`config.mk`:
```
export PLATFORM = sky130hd
export DESIGN_NAME = seg7_scan_driver_flat
export DESIGN_NICKNAME = d
export VERILOG_FILES = /design/src/rtl/seg7_scan_driver_pkg.sv /design/src/rtl/seg7_scan_driver_if.sv /design/src/rtl/seg7_scan_driver_decode.sv /design/src/rtl/seg7_scan_driver.sv /design/src/flat_wrapper.sv
export SDC_FILE = /design/constraint.sdc
export NUM_CORES = 1
export LEC_CHECK = 0
export ABC_AREA = 0
export CAP_MARGIN = 30
export CORE_AREA = 2 2 77 108
export CTS_BUF_LIST = sky130_fd_sc_hd__clkbuf_8
export DETAILED_ROUTE_END_ITERATION = 12
export DIE_AREA = 0 0 79 110
export GPL_ROUTABILITY_DRIVEN = 0
export PLACE_DENSITY = 0.67
export SLEW_MARGIN = 20
export SYNTH_ARGS = -nofsm -noshare
export SYNTH_HDL_FRONTEND = slang
export SYNTH_SLANG_ARGS = --single-unit
```
`constraint.sdc`:
```
create_clock -name clk -period 3.9 [get_ports clk]
set_input_delay 0.39 -clock clk [delete_from_list [all_inputs] [get_ports clk]]
set_output_delay 0.39 -clock clk [all_outputs]
set_load 0.005 [all_outputs]
```
`src/rtl/seg7_scan_driver_pkg.sv`:
```
// Shared definitions for the multiplexed 7-segment scan driver:
// segment bit positions, the blank pattern and the hex glyph table.
package seg7_scan_driver_pkg;

  localparam int PHASE_W = 4;
  typedef logic [PHASE_W-1:0] phase_t;

  // SEG bus layout, bit7..0 = a b c d e f g dp, all active-low
  localparam int SEG_DP = 0;
  localparam logic [7:0] SEG_BLANK = 8'hFF;

  typedef logic [6:0] glyph_t;

  // Active-low a..g patterns for 0-9, A, b, C, d, E, F
  function automatic glyph_t hex_glyph(input logic [3:0] nib);
    glyph_t g;
    case (nib)
      4'h0:    g = 7'b0000001;
      4'h1:    g = 7'b1001111;
      4'h2:    g = 7'b0010010;
      4'h3:    g = 7'b0000110;
      4'h4:    g = 7'b1001100;
      4'h5:    g = 7'b0100100;
      4'h6:    g = 7'b0100000;
      4'h7:    g = 7'b0001111;
      4'h8:    g = 7'b0000000;
      4'h9:    g = 7'b0000100;
      4'hA:    g = 7'b0001000;
      4'hB:    g = 7'b1100000;
      4'hC:    g = 7'b0110001;
      4'hD:    g = 7'b1000010;
      4'hE:    g = 7'b0110000;
      default: g = 7'b0111000;
    endcase
    return g;
  endfunction

endpackage

```
`src/rtl/seg7_scan_driver_if.sv`:
```
// Host/display bundle for seg7_scan_driver. The master side loads the
// display word and watches the pins; the slave side is the driver itself.
interface seg7_scan_driver_if #(
  parameter int DIGITS = 4
);
  logic                  load_i;
  logic [4*DIGITS-1:0]   data_i;
  logic [DIGITS-1:0]     dp_i;
  logic [DIGITS-1:0]     en_i;
  logic                  lzs_i;
  logic [3:0]            bright_i;
  logic [7:0]            seg_o;
  logic [DIGITS-1:0]     an_o;
  logic                  frame_o;

  modport master (
    output load_i, data_i, dp_i, en_i, lzs_i, bright_i,
    input  seg_o, an_o, frame_o
  );

  modport slave (
    input  load_i, data_i, dp_i, en_i, lzs_i, bright_i,
    output seg_o, an_o, frame_o
  );
endinterface

```
`src/rtl/seg7_scan_driver_decode.sv`:
```
// Combinational nibble -> active-low 7-segment glyph, reusable outside
// the scan driver.
module seg7_decode
  import seg7_scan_driver_pkg::*;
(
  input  logic [3:0] nib_i,
  output glyph_t     glyph_o
);

  // Pure table lookup
  always_comb glyph_o = hex_glyph(nib_i);

endmodule

```
`src/rtl/seg7_scan_driver.sv`:
```
// N-digit multiplexed 7-segment scan driver: prescaler, 16-phase PWM,
// digit scan, shadowed display word with leading-zero suppression.
// SEG/AN/FRAME are registered and change only on the edge that ends a
// prescaler tick, so AN moves atomically from one digit to the next.
module seg7_scan_driver
  import seg7_scan_driver_pkg::*;
#(
  parameter int DIGITS   = 4,
  parameter int SCAN_DIV = 3125,
  parameter int DIV_W    = 12
) (
  input  logic               clk,
  input  logic               rst,
  seg7_scan_driver_if.slave  bus
);

  localparam int DIG_W = (DIGITS > 1) ? $clog2(DIGITS) : 1;

  logic [DIV_W-1:0]     div_q, div_d;
  logic                 tick;
  phase_t               phase_q, phase_d;
  logic [DIG_W-1:0]     dig_q, dig_d;

  logic [4*DIGITS-1:0]  data_q;
  logic [DIGITS-1:0]    dp_q, en_q;
  logic                 lzs_q;

  logic [DIGITS-1:0]    supp, lit;
  logic [3:0]           cur_nib;
  glyph_t               glyph;

  logic [7:0]           seg_q, seg_d;
  logic [DIGITS-1:0]    an_q, an_d;
  logic                 frame_q, frame_d;

  // Prescaler wrap, phase/digit advance and frame marker
  always_comb begin
    tick    = (div_q == DIV_W'(SCAN_DIV - 1));
    div_d   = tick ? '0 : div_q + DIV_W'(1);
    phase_d = phase_q;
    dig_d   = dig_q;
    frame_d = 1'b0;
    if (tick) begin
      phase_d = phase_q + phase_t'(1);
      if (phase_q == phase_t'(15)) begin
        if (dig_q == DIG_W'(DIGITS - 1)) begin
          dig_d   = '0;
          frame_d = 1'b1;
        end else begin
          dig_d = dig_q + DIG_W'(1);
        end
      end
    end
  end

  // Leading-zero mask: a digit goes dark while it and everything above it
  // is zero, unless its own decimal point is requested; digit 0 always shows
  always_comb begin
    logic zero_run;
    zero_run = 1'b1;
    supp     = '0;
    for (int i = DIGITS - 1; i >= 1; i--) begin
      zero_run = zero_run & (data_q[4*i +: 4] == 4'h0);
      supp[i]  = lzs_q & zero_run & ~dp_q[i];
    end
    lit = en_q & ~supp;
  end

  // The digit about to be shown is the one the counters move to
  assign cur_nib = data_q[{dig_d, 2'b00} +: 4];

  seg7_decode u_decode (
    .nib_i   (cur_nib),
    .glyph_o (glyph)
  );

  // Output next-state: only refreshed on a tick, from the current shadows
  always_comb begin
    seg_d = seg_q;
    an_d  = an_q;
    if (tick) begin
      seg_d = SEG_BLANK;
      an_d  = '1;
      if (lit[dig_d]) begin
        seg_d         = {glyph, 1'b1};
        seg_d[SEG_DP] = ~dp_q[dig_d];
        if (phase_d <= bus.bright_i) an_d[dig_d] = 1'b0;
      end
    end
  end

  // Scan counters
  always_ff @(posedge clk or posedge rst) begin
    if (rst) begin
      div_q   <= '0;
      phase_q <= '0;
      dig_q   <= '0;
    end else begin
      div_q   <= div_d;
      phase_q <= phase_d;
      dig_q   <= dig_d;
    end
  end

  // Shadow registers, captured on LOAD; last LOAD wins
  always_ff @(posedge clk or posedge rst) begin
    if (rst) begin
      data_q <= '0;
      dp_q   <= '0;
      en_q   <= '0;
      lzs_q  <= 1'b0;
    end else if (bus.load_i) begin
      data_q <= bus.data_i;
      dp_q   <= bus.dp_i;
      en_q   <= bus.en_i;
      lzs_q  <= bus.lzs_i;
    end
  end

  // Registered display pins; reset blanks the display immediately
  always_ff @(posedge clk or posedge rst) begin
    if (rst) begin
      seg_q   <= SEG_BLANK;
      an_q    <= '1;
      frame_q <= 1'b0;
    end else begin
      seg_q   <= seg_d;
      an_q    <= an_d;
      frame_q <= frame_d;
    end
  end

  assign bus.seg_o   = seg_q;
  assign bus.an_o    = an_q;
  assign bus.frame_o = frame_q;

endmodule

```
`src/flat_wrapper.sv`:
```
// flat-port wrapper written by rule: the top's interface ports become plain ports
module seg7_scan_driver_flat import seg7_scan_driver_pkg::*;
#(
  parameter int DIGITS   = 4,
  parameter int SCAN_DIV = 3125,
  parameter int DIV_W    = 12
)
  (clk, rst, bus_load_i, bus_data_i, bus_dp_i, bus_en_i, bus_lzs_i, bus_bright_i, bus_seg_o, bus_an_o, bus_frame_o);
  seg7_scan_driver_if #(.DIGITS(DIGITS)) bus_i ();
  input  logic clk;
  input  logic rst;
  input wire logic [$bits(bus_i.load_i)-1:0] bus_load_i;
  input wire logic [$bits(bus_i.data_i)-1:0] bus_data_i;
  input wire logic [$bits(bus_i.dp_i)-1:0] bus_dp_i;
  input wire logic [$bits(bus_i.en_i)-1:0] bus_en_i;
  input wire logic [$bits(bus_i.lzs_i)-1:0] bus_lzs_i;
  input wire logic [$bits(bus_i.bright_i)-1:0] bus_bright_i;
  output wire logic [$bits(bus_i.seg_o)-1:0] bus_seg_o;
  output wire logic [$bits(bus_i.an_o)-1:0] bus_an_o;
  output wire logic [$bits(bus_i.frame_o)-1:0] bus_frame_o;
  assign bus_i.load_i = bus_load_i;
  assign bus_i.data_i = bus_data_i;
  assign bus_i.dp_i = bus_dp_i;
  assign bus_i.en_i = bus_en_i;
  assign bus_i.lzs_i = bus_lzs_i;
  assign bus_i.bright_i = bus_bright_i;
  assign bus_seg_o = bus_i.seg_o;
  assign bus_an_o = bus_i.an_o;
  assign bus_frame_o = bus_i.frame_o;
  seg7_scan_driver #(.DIGITS(DIGITS), .SCAN_DIV(SCAN_DIV), .DIV_W(DIV_W)) u_core (.clk(clk), .rst(rst), .bus(bus_i));
endmodule
```
After elaboration in Yosys (flattened, before gate mapping) --
Memories as Yosys holds them, arrays and structs flattened. Index checks and enable logic that the tools add are counted.
Storage, ports and cells: register bits after elaboration 56, memory bits (read-only) 112, output and inout bits 13, memories kept 1
Operators by class: $add $sub $neg 3, order comparisons 3, equal/unequal tests 3, shift operators 1, muxes and demuxes 17, bitwise gates (word level) 15, reductions and logical operators 4
Memory list:
- (no name shown) | words 16, width 7, read ports 1, clocked after memory_dff 0, wr ports 0, RTL line seg7_scan_driver_pkg.sv:17 | case (nib)
Operator list (number):
- $shiftx A16 B5 Y4 | 1
- $add A12 B1 Y12 const B | 1
- $eq A12 B12 Y1 const B | 1
- $logic_not A4 Y1 | 3
- $mux W12 | 1
- $mux W4 | 3
- $and A1 B1 Y1 | 8
- $mux W8 | 1
- $not A4 Y4 | 2
- $mux W1 | 6
- $mux W2 | 3
- $add A4 B1 Y4 const B | 1
- $and A4 B4 Y4 | 1
- $bmux W1 S2 | 2
- $eq A4 B4 Y1 const B | 1
- $le A4 B4 Y1 | 1
- $not A1 Y1 | 4
- $lt A2 B3 Y1 const B | 1
- $add A2 B1 Y2 const B | 1
- $demux W1 S2 | 1
- $eq A2 B2 Y1 const B | 1
- $ge A2 B1 Y1 const B | 1
- $logic_and A1 B1 Y1 | 1

Logic depth before layout (Yosys ltp) --
Gate-level depths: netlist of the first run.
depth in word-level cells 11, depth in mapped cells 14, mapped depth without buffers 14

By module --
From an unflattened synthesis of the first run, not the netlist that was laid out.
Unflattened totals: cell total of the unflattened synthesis 271, area, all modules 3001.6 sq um
By module, submodules not included:
- seg7_scan_driver | times used 1, cells each 235, area an instance 2748.9 sq um, seq. area each 1416.4 sq um
- seg7_decode | times used 1, cells each 36, area an instance 252.7 sq um, seq. area each 0.0 sq um

Worst setup path after synthesis of the first run --
Ideal clock, no wire load.
path type register -> register, from register u_core.div_q[7], to register u_core.seg_q[6], in the netlist u_core.bus.seg_o[6], setup time 0.077 ns, data arrival time 3.073 ns, required time 3.823 ns, path slack 0.749 ns, cell stages (with the launch flop) 11, buffers on the path 1, clock period less this slack 3.151 ns, cell sequence dfrtp_1 -> or4_4 -> or4_4 -> mux2i_1 -> buf_4 -> mux2i_1 -> inv_1 -> ha_1 -> a21oi_1 -> o211ai_2 -> o21a_1
On the way: longest elaborated chain between the ends 5
Ends and longest elaborated chain:
- from (decl) | RTL line seg7_scan_driver.sv:19 | logic [DIV_W-1:0] div_q, div_d;
- from (signal assigned) | RTL line seg7_scan_driver.sv:99 | div_q <= div_d;
- $eq A12 B12 Y1 (*) | RTL line seg7_scan_driver.sv:38 | tick = (div_q == DIV_W'(SCAN_DIV - 1));
- $mux W2 | RTL line seg7_scan_driver.sv:43 | if (tick) begin
- $shiftx A16 B5 Y4 or $bmux W1 S2 (tied branches) | RTL line seg7_scan_driver.sv:70, seg7_scan_driver.sv:84
- $mem_v2 Z16 W7 or $mux W1 (tied branches)
- $mux W8 | RTL line seg7_scan_driver.sv:84 | if (lit[dig_d]) begin
- to (signal assigned) | RTL line seg7_scan_driver.sv:127 | seg_q <= seg_d;
- to (decl) | RTL line seg7_scan_driver.sv:32 | logic [7:0] seg_q, seg_d;
Every way passes the cells marked *; elsewhere a longest branch is shown, timed or not. The select of a mux whose other input is x is not followed. A chain may end at the register's enable or synchronous reset.

Worst setup path after layout of the first run --
from register u_core.div_q[8], to register u_core.seg_q[7], in the netlist u_core.bus.seg_o[7]
Same word-level chain as after synthesis.

==> summary.md, run 1 <==
| Metric | Value |
|---|---|
| Commonest cells in the netlist | dfrtp_1 (44), mux2_2 (26), nand2_1 (19) |
| Mean area per synthesized cell | 10.9 sq um |
| Startpoint Class | flop |
| Core area | 7700 sq um |
| Final #Nets | 371 |
| WP data arrival | 3.71 ns |
| Post-Syn Nets | 321 |
| Yosys top cell area share | 0.366 |
| Clock tree buffer depth | 2 |
| Total gr overflow | 0 |
| Vias per std cell | 5.14 |
| First-pass detailed-route iteration total | 5 |
| Synth Area in Compound Gates | 0.0944 |
| Synthesis-to-finish area growth | 23.2% |
| Min Hold Slack | 0.365 ns |
| Status | complete, no violations |
| Drt total wl | 6130 microns |
| Final slew viol count | 0 |
| Largest family of logic cells by synthesized area | multiplexers |
| Post-DRT Antenna Nets | 0 |
| Synth area leader | dfrtp_1 |
| Synth Area in Adders | 0.0582 |
| VDD IR-drop max | 0.149 mV |
| Initial core utilization | 0.391 |
| Crit Path Class | flop to flop |
| RSZ-0062 raised after global routing | no |
| Initial DRC count | 93 |
| Netlist cell types | 43 |
| Root Driver | clkbuf_8 |
| Cts hold-fix bufs | 0 |
| Post-synth EDFFs | 0 |
| Post-synthesis mux area share | 0.166 |
| Clock-pin slew on the worst setup and hold paths | 0.10 ns |
| Critical Path End Type | flop |
| GRT Util Overall | 0.152 |
| First-pass GRT wire length | 10500 microns |
| Cell Area, Synth | 3010 sq um |
| Fmax | 288 MHz |
| Largest net degree at the start of global routing | 32 |
| # H-tree levels | 2 |
| Leak | 1.62 nW |
| Max FO, Critical Path | 16 |
| Dpl hpwl | 4770 microns |
| Max cap viols | 0 |
| Routed vias | 2189 |
| Pwr dens | 307 nW/um^2 |
| CTS tree | built |
| Tmin final | 3.47 ns |
| Worst-margin pin slew | 0.626 ns |
| Clk sink count | 56 |
| Synth Flop Type | dfrtp_1 |
| Vias in the first global route | 2251 |
| Port Buffers | 44 |
| Power Total | 0.00114 W |
| Ports | 45 |
| Clock Skews | 0.00972 ns |
| Yosys reg bits | 56 |
| Rel. slew slack | 0.580 |
| Residual DRC | 0 |
| Syn. warnings | 0 |
| Sequential fraction of the synthesis area | 0.471 |
| Die H | 110 microns |
| Simple-gate area share of the yosys netlist | 0.131 |
| Post-synth ARST share | 1.00 |
| Final setup TNS | 0 ns |
| Routed length per instance | 14.4 microns |
| Clk_lat worst skew | 0.32 ns |
| Die ar. | 8690 sq um |
| Final hold viol count | 0 |
| Antenna violations before repair | 0 |
| Synthesized instance count | 275 |
| Die Wd | 79 microns |
| ANT cells | 0 |
| Row cnt | 38 |
| Hold Crit Class | primary input to async pin |
| Count leader, synth | dfrtp_1 |
| Xor/xnor cell area share of the yosys netlist | 0.0379 |
| Period utilization | 0.891 |
| Required @ worst endpoint | 4.14 ns |
| Endpoints failing setup | 0 |
| Largest cells by area after synthesis | dfrtp_1 (37%), dfstp_2 (10%), mux2_2 (9.7%), ha_1 (5.8%), mux2i_1 (5.7%) |
| CTS Buf Count | 5 |
| Layout cell share with drive strength beyond 1 | 0.202 |
==> worst max-delay path, cell delays in order, from the launching register on <==
cell and delay (ns):
dfrtp_1 0.43, or4_4 0.56, or4_4 0.58, mux2i_1 0.23
inv_2 0.18, a21oi_1 0.30, a22o_1 0.30, inv_1 0.10
ha_1 0.26, a211o_1 0.24, a31oi_1 0.14, a21oi_1 0.08
==> final cells by class <==
class / count / area [sq um]
inverter: 20 / 75.1
tap: 100 / 125
clock buffer: 6 / 82.6
timing repair buffer: 52 / 520
fill: 737 / 4000
multi-input combinational: 190 / 1470
clock inverter: 2 / 13.8
sequential: 56 / 1420
==> logic make-up after synthesis <==
| family | after synthesis |
|---|---|
| simple gates | 78 |
| flops | 56 |
| mux | 45 |
| compound gates | 40 |
| buf+inv | 29 |
| fa+ha+maj | 14 |
| xor+xnor | 13 |
==> sequential cells by signal, summed over array words and instances, names as in the netlist <==
name / flops
u_core.dig_q: 2
u_core.bus.frame_o: 1
u_core.div_q: 12
u_core.en_q: 4
u_core.lzs_q: 1
u_core.data_q: 16
u_core.bus.an_o: 4
u_core.phase_q: 4
u_core.bus.seg_o: 8
u_core.dp_q: 4
==> report_power, final <==
part | internal, W | total (W) | leakage (nW) | switching, W
clock network | 0.000146 | 0.000342 | 0.0516 | 0.000196
registers | 0.000606 | 0.000628 | 0.669 | 0.0000217
logic | 0.0000919 | 0.000166 | 0.896 | 0.0000739
==> stage by stage <==
step	cells	util	worst slack, ns	instance area (sq um)
global route	426	0.481	0.170	3700
floorplan	275	-	0.749	3010
global placement	414	0.462	0.373	3560
detailed placement	416	0.467	0.263	3590
CTS	424	0.479	0.246	3690
finish	426	0.481	0.426	3700
==> metal layers <==
layer	routed length [microns]	share of wire	GRT usage
met4	171	0.028	0.0739
met1	2560	0.42	0.177
met2	3180	0.52	0.269
met3	221	0.036	0.0252
met5	0	0	0
==> what timing repair did <==
| action | CTS | global route |
|---|---|---|
| setup endpoints to repair | 0 | 2 |
| gates resized for setup | 0 | 0 |
| hold endpoints to repair | 0 | 0 |
| buffers inserted | 0 | 2 |
==> worst paths after layout <==
path,from,slack (ns),endpoint,cells past startpoint
max,u_core.div_q[8],0.43,u_core.bus.seg_o[7],11
min,rst,0.36,u_core.dp_q[0],2
max reg2reg,u_core.div_q[8],0.43,u_core.bus.seg_o[7],11
min reg2reg,u_core.div_q[0],0.50,u_core.div_q[0],1
max in group asynchronous,rst,2.96,u_core.bus.seg_o[5],3
min in group clk,u_core.div_q[0],0.50,u_core.div_q[0],1
==> layout by cell type (no fill, tap or decap), types with 3 or more instances in the layout <==
master / count
a21oi_1: 8
a31oi_1: 5
and3_1: 4
buf_4: 6
clkbuf_8: 6
clkdlybuf4s50_1: 44
dfrtp_1: 44
dfstp_2: 12
ha_1: 14
inv_1: 17
inv_2: 3
mux2_2: 26
mux2i_1: 17
nand2_1: 19
nand2b_1: 5
nand3_1: 12
nor2_1: 16
nor2b_1: 5
nor3_1: 4
nor4_1: 3
o21ai_0: 7
o22a_1: 6
xnor2_1: 9
xor2_1: 4
(Power assumes the default switching activity.)
==> run 2: changes to the inputs <==
--- a/config.mk
+++ b/config.mk
@@ -5,14 +5,14 @@
 export SDC_FILE = /design/constraint.sdc
 export NUM_CORES = 1
 export LEC_CHECK = 0
-export ABC_AREA = 0
+export ABC_AREA = 1
 export CAP_MARGIN = 30
-export CORE_AREA = 2 2 77 108
+export CORE_AREA = 2 2 80 113
 export CTS_BUF_LIST = sky130_fd_sc_hd__clkbuf_8
 export DETAILED_ROUTE_END_ITERATION = 12
-export DIE_AREA = 0 0 79 110
+export DIE_AREA = 0 0 82 115
 export GPL_ROUTABILITY_DRIVEN = 0
-export PLACE_DENSITY = 0.67
+export PLACE_DENSITY = 0.66
 export SLEW_MARGIN = 20
 export SYNTH_ARGS = -nofsm -noshare
 export SYNTH_HDL_FRONTEND = slang
==> summary.md, run 2 <==
| Metric | Value |
|---|---|
| Clock-pin slew on the worst setup and hold paths | 0.10 ns (about the same) |
| Busiest grt layer | met2 |
| Routed length per instance | 11.8 microns (-18%) |
| Post-cts sizing count | 0 (unchanged) |
| Endpoints failing setup | 0 (unchanged) |
| Largest cells by area after synthesis | dfrtp_1 (33%), nand2_1 (11%), dfstp_2 (9.6%), inv_1 (6.5%), ha_1 (5.3%) |
| FF/Latch Area | 1420 sq um (unchanged) |
| Residual DRC | 0 (unchanged) |
| Multi-input logic area | 1560 sq um (+6.3%) |
| Largest reg by FF count | u_core.data_q |
| Post-synth ARST share | 1.00 (unchanged) |
| Final setup TNS | 0 ns (unchanged) |
| Port Buffers | 44 (unchanged) |
| Post-Syn Nets | 439 (+37%) |
| Yosys reg bits | 56 (unchanged) |
| Synthesis-to-finish area growth | 18.9% |
| Yosys top cell area share | 0.335 (-0.0312) |
| Die ar. | 9430 sq um (+8.5%) |
| Drt total wl | 6430 microns (+4.8%) |
| Row cnt | 40 (+5.3%) |
| M3 GR Usage | 0.0314 (+0.00615) |
| Required @ worst endpoint | 4.18 ns (+0.04 ns) |
| Initial DRC count | 113 (+22%) |
| Count leader, synth | nand2_1 |
| Fmax | 339 MHz (+18%) |
| Layout cell share with drive strength beyond 1 | 0.171 (-0.0316) |
| # H-tree levels | 2 (unchanged) |
| Final slew viol count | 0 (unchanged) |
| Syn. warnings | 0 (unchanged) |
| Most frequent cells in the layout | nand2_1 (92), inv_1 (58), clkdlybuf4s50_1 (44), dfrtp_1 (44), nand3_1 (27) |
| Die H | 115 microns (+4.5%) |
| Fill cells | 884 (+20%) |
| Commonest cells in the netlist | nand2_1 (92), inv_1 (57), dfrtp_1 (44) |
| Clk_lat worst skew | 0.32 ns (about the same) |
| Antenna violations before repair | 0 (unchanged) |
| RSZ-0062 raised after global routing | no |
| Pwr dens | 276 nW/um^2 (-10%) |
| Core area | 8410 sq um (+9.2%) |
| Total gr overflow | 0 (unchanged) |
| Post-synth EDFFs | 0 (unchanged) |
| Hold Crit Class | primary input to async pin |
| Post-CTS setup buffer count | 0 (unchanged) |
| Tmin final | 2.95 ns (-0.529 ns) |
| Routed vias | 2572 (+17%) |
| Clk sink count | 56 (unchanged) |
| Largest net degree at the start of global routing | 42 (+31%) |
| First-pass detailed-route iteration total | 4 (-1) |
| Cts hold-fix bufs | 0 (unchanged) |
| R2R setup slack | 0.95 ns (+0.53 ns) |
| First-pass GRT wire length | 11400 microns (+9.2%) |
| Clock Skews | 0.0125 ns (+0.00275 ns) |
| Rel. slew slack | 0.620 (+0.0405) |
| Synthesized instance count | 393 (+43%) |
| Mean area per synthesized cell | 8.37 sq um (-24%) |
| Worst r2r src | u_core.div_q[0] |
| Min Hold Slack | 0.439 ns (+0.0743 ns) |
| Period utilization | 0.755 (-0.136) |
| Crit Path Class | flop to flop |
| CTS Buf Count | 5 (unchanged) |
| ANT cells | 0 (unchanged) |
| Die Wd | 82 microns (+3.8%) |
| Final hold viol count | 0 (unchanged) |
| Vias in the first global route | 2539 (+13%) |
| Leak | 1.95 nW (+20%) |
| Startpoint Class | flop |
| CTS tree | built |
| Vias per std cell | 4.73 (-8.0%) |
| Synth area leader | dfrtp_1 |
| Root Driver | clkbuf_8 |
| GRT Util Overall | 0.154 (+0.00270) |
| Cell Area, Synth | 3290 sq um (+9.3%) |
| Worst flop-to-flop path endpoint | u_core.bus.an_o[0] |
| Final #Nets | 484 (+30%) |
| Netlist cell types | 40 (-7.0%) |
| M1 GR Usage | 0.188 (+0.0102) |
| Initial core utilization | 0.391 (+0.000558) |
| Ports | 45 (unchanged) |
| Worst-margin pin slew | 0.569 ns (-0.0567 ns) |
| Max FO, Critical Path | 20 (+4) |
| VDD IR-drop max | 0.226 mV (+52%) |
| Largest register FFs | 16 (unchanged) |
| Post-DRT Antenna Nets | 0 (unchanged) |
| Worst reg2reg path depth | 18 (+7) |
| Clock tree buffer depth | 2 (unchanged) |
| Most common cell after layout, fill and taps aside | nand2_1 |
| Dpl hpwl | 5070 microns (+6.3%) |
| Met2 Track Usage GR | 0.271 (+0.00224) |
| Status | complete, no violations |
| Sequential fraction of the synthesis area | 0.431 (-0.0401) |
| WP data arrival | 3.22 ns (-0.49 ns) |
| Synth Flop Type | dfrtp_1 |
| Critical Path End Type | flop |
| Max cap viols | 0 (unchanged) |
==> run 2: how the worst max path moves through the flow <==
stage / startpoint / end / cells past startpoint
after floorplan: u_core.div_q[0] / u_core.bus.an_o[0] / 20
after global placement: u_core.div_q[0] / u_core.bus.an_o[0] / 18
after detailed placement: u_core.div_q[0] / u_core.bus.an_o[1] / 18
after CTS: u_core.div_q[0] / u_core.bus.an_o[0] / 18
after global routing: u_core.div_q[0] / u_core.bus.an_o[1] / 18
final: u_core.div_q[0] / u_core.bus.an_o[0] / 18
==> run 2: power by group <==
part	leakage [nW]	switching, W	internal [W]
sequential	0.674	0.0000120	0.000605
clock	0.0505	0.000190	0.000122
combinational	1.22	0.0000795	0.0000709
total	1.95	0.000282	0.000798
==> run 2: cell type report <==
cell class,instances,share of cell area
Multi-Input combinational cell,264,0.400
Sequential cell,56,0.362
Timing Repair Buffer,47,0.122
Inverter,64,0.0621
Tap cell,105,0.0336
Clock buffer,5,0.0176
Clock inverter,3,0.00320
==> run 2: worst max-delay path: stages (launching register included) <==
cell and delay (ns):
dfrtp_1 0.39, inv_1 0.10, ha_1 0.17, nand2_1 0.09, nor2_4 0.15, inv_2 0.06, nor2_4 0.42, nand4_1 0.21
xor2_1 0.19, inv_1 0.07, ha_1 0.29, nand2_1 0.05, inv_1 0.06, o21ai_0 0.09, a32oi_1 0.25, inv_1 0.10
nand3_1 0.08, o22ai_1 0.07, inv_1 0.07
==> run 2: kinds of logic (layout without fill, tap and decap cells) <==
group | after synthesis | in the layout | synth area share
fa+ha+maj | 14 | 14 | 0.0533
xor+xnor | 6 | 6 | 0.0160
mux | 9 | 9 | 0.0308
buf+inv | 73 | 119 | 0.0936
simple gates | 193 | 193 | 0.301
flops | 56 | 56 | 0.431
compound gates | 42 | 42 | 0.0750
==> run 2: per-stage QoR <==
stage               utilization  cells  power (W)  instance area (sq um)  setup slack [ns]
floorplan                     -    393   0.000722                   3290              1.41
global placement          0.453    535   0.000774                   3810              1.11
detailed placement        0.456    536   0.000780                   3830             0.935
CTS                       0.465    544    0.00109                   3910             0.926
global route              0.465    544    0.00114                   3910             0.634
finish                    0.465    544    0.00108                   3910             0.954
==> run 2: routing by layer <==
layer | routed length [microns] | vias up
met5 | 0 | -
met4 | 77 | 0
met3 | 200 | 5
met2 | 3400 | 39
met1 | 2750 | 1203
li1 | - | 1325
==> run 3: changes to the inputs <==
==> constraint.sdc (replaced) <==
create_clock -name clk -period 2.9 [get_ports clk]
set_input_delay 0.29 -clock clk [delete_from_list [all_inputs] [get_ports clk]]
set_output_delay 0.29 -clock clk [all_outputs]
set_load 0.005 [all_outputs]
==> summary.md, run 3 (synthesized netlist as in run 2, its figures left out) <==
| Metric | Value |
|---|---|
| Status | complete, no violations |
| DR top layer | met4 |
| Largest net degree at the start of global routing | 29 (-31%) |
| Design area | 3990 sq um (+2.1%) |
| Worst-margin pin slew | 0.607 ns (+0.0381 ns) |
| Clk_lat worst skew | 0.32 ns (about the same) |
| Clk pwr share | 0.351 (+0.062) |
| Port Buffers | 44 (unchanged) |
| Min Hold Slack | 0.362 ns (-0.0766 ns) |
| Post-place setup slack | 0.338 ns (-0.597 ns) |
| Post-CTS setup buffer count | 0 (unchanged) |
| Final slew viol count | 0 (unchanged) |
| Met3 WL | 269 microns (+35%) |
| Fmax | 386 MHz (+14%) |
| Leak | 1.98 nW (+1.9%) |
| Final setup TNS | 0 ns (unchanged) |
| Core area | 8410 sq um (unchanged) |
| Die ar. | 9430 sq um (unchanged) |
| Most frequent cells in the layout | nand2_1 (92), inv_1 (56), clkdlybuf4s50_1 (44), dfrtp_1 (44), nand3_1 (27) |
| Largest register FFs | 16 (unchanged) |
| Rel. slew slack | 0.595 (-0.0255) |
| Fill cells | 845 (-4.4%) |
| Synthesis-to-finish area growth | 21.5% |
| Die Wd | 82 microns (unchanged) |
| Internal | 0.00122 W (+53%) |
| Drt total wl | 6710 microns (+4.4%) |
| Clock Skews | 0.00803 ns (-0.00444 ns) |
| Routed length per instance | 12.3 microns (+3.6%) |
| Combinational share of power | 0.129 (-0.010) |
| VDD IR-drop max | 0.298 mV (+32%) |
| Critical Path End Type | flop |
| Sequential power share | 0.520 (-0.052) |
| Root Driver | clkbuf_8 |
| Startpoint Class | flop |
| Layout cell share with drive strength beyond 1 | 0.183 (+0.0120) |
| RSZ-0062 raised after global routing | no |
| Cts hold-fix bufs | 0 (unchanged) |
| Ports | 45 (unchanged) |
| Switching power total | 0.000383 W (+36%) |
| Total gr overflow | 0 (unchanged) |
| Initial core utilization | 0.391 (unchanged) |
| Post-DRT Antenna Nets | 0 (unchanged) |
| Tmin final | 2.59 ns (-0.357 ns) |
| Most common cell after layout, fill and taps aside | nand2_1 |
| Hold Crit Class | primary input to async pin |
| Sw Ratio | 0.240 (-0.0212) |
| Dpl hpwl | 5470 microns (+7.9%) |
| ANT cells | 0 (unchanged) |
| Final worst slack | 0.311 ns (-0.643 ns) |
| CTS Buf Count | 5 (unchanged) |
| Pwr dens | 401 nW/um^2 (+45%) |
| Endpoints failing setup | 0 (unchanged) |
| First-pass GRT wire length | 12100 microns (+5.5%) |
| Row cnt | 40 (unchanged) |
| Clock tree buffer depth | 2 (unchanged) |
| Vias per std cell | 4.82 (+2.0%) |
| Required @ worst endpoint | 3.16 ns (-1.02 ns) |
| Residual DRC | 0 (unchanged) |
| Crit Path Class | flop to flop |
| Wire length on met1 | 2680 microns (-2.4%) |
| # H-tree levels | 2 (unchanged) |
| Vias in the first global route | 2650 (+4.4%) |
| Routed vias | 2642 (+2.7%) |
| First-pass detailed-route iteration total | 4 (unchanged) |
| Clk sink count | 56 (unchanged) |
| GRT Util Overall | 0.164 (+0.00940) |
| Die H | 115 microns (unchanged) |
| Placement-stage cell area | 3870 sq um (+0.98%) |
| Period utilization | 0.893 (+0.137) |
| WP data arrival | 2.85 ns (-0.37 ns) |
| Final hold viol count | 0 (unchanged) |
| Initial DRC count | 101 (-11%) |
| Post-cts sizing count | 0 (unchanged) |
| CTS tree | built |
| Clock-pin slew on the worst setup and hold paths | 0.10 ns (about the same) |
| Max FO, Critical Path | 12 (-40%) |
| Antenna violations before repair | 0 (unchanged) |
| Final #Nets | 488 (+0.83%) |
| Largest reg by FF count | u_core.data_q |
| WL met2 | 3560 microns (+4.6%) |
| Max cap viols | 0 (unchanged) |
[run 3: cell types whose count changed in the layout (fill, tap and decap cells not counted), sizes merged]
cell,change
bufinv,+1
inv,-2
buf,+4
clkinv,-1
clkbuf,+2
[run 3: worst paths after layout]
check                                start  slack, ns                  end  depth (start not counted)
setup / recovery           u_core.div_q[0]       0.31  u_core.bus.seg_o[4]                         18
hold / removal                         rst       0.36       u_core.en_q[0]                          2
setup reg to reg           u_core.div_q[0]       0.31  u_core.bus.seg_o[4]                         18
hold reg to reg            u_core.div_q[5]       0.51      u_core.div_q[5]                          1
max in group asynchronous              rst       1.78  u_core.bus.seg_o[1]                          4
min in group clk           u_core.div_q[5]       0.51      u_core.div_q[5]                          1
[run 3: critical path: stages (launching register included)]
cell and delay, ns:
dfrtp_1 0.40, inv_1 0.09, ha_1 0.18, nand2_1 0.09, nor2_4 0.15, nand3_4 0.20
nand2_4 0.16, nand2_2 0.16, nand2_1 0.11, nand3_1 0.11, nand2_2 0.14, inv_1 0.08
ha_1 0.29, nand3_1 0.08, nand2_1 0.06, nand2_1 0.06, nand3_1 0.07, nand2_1 0.06
inv_1 0.03
[run 3: routing by layer]
| layer | up-vias | global-route usage |
|---|---|---|
| met5 | - | 0 |
| li1 | 1343 | - |
| met2 | 56 | 0.288 |
| met4 | 0 | 0.0700 |
| met1 | 1228 | 0.189 |
| met3 | 15 | 0.0330 |
[run 3: final cells by class]
class | count | area [sq um] | share of cell area
clock buffers | 7 | 96.3 | 0.0241
clock inverters | 1 | 30.0 | 0.00752
inverters | 64 | 243 | 0.0608
multi-input cells | 264 | 1560 | 0.392
flip-flops and latches | 56 | 1420 | 0.355
well taps | 105 | 131 | 0.0329
repair buffers | 51 | 513 | 0.128
[run 3: power by group through the flow]
| stage | clock network (W) | logic, W | registers [W] |
|---|---|---|---|
| 5_1_grt | 0.000613 | 0.000237 | 0.000836 |
| 4_1_cts | 0.000578 | 0.000209 | 0.000832 |
| 3_3_place_gp | 0 | 0.000201 | 0.000846 |
| 3_5_place_dp | 0 | 0.000208 | 0.000847 |
| 6_report | 0.000562 | 0.000207 | 0.000832 |
| 2_1_floorplan | 0 | 0.000132 | 0.000840 |
[run 3: metrics by stage]
step / utilization / power [W] / instances
4_1_cts: 0.475 / 0.00162 / 548
3_3_place_gp: 0.457 / 0.00105 / 539
3_5_place_dp: 0.460 / 0.00105 / 540
5_1_grt: 0.475 / 0.00168 / 548
2_1_floorplan: - / 0.000971 / 393
6_report: 0.475 / 0.00160 / 548
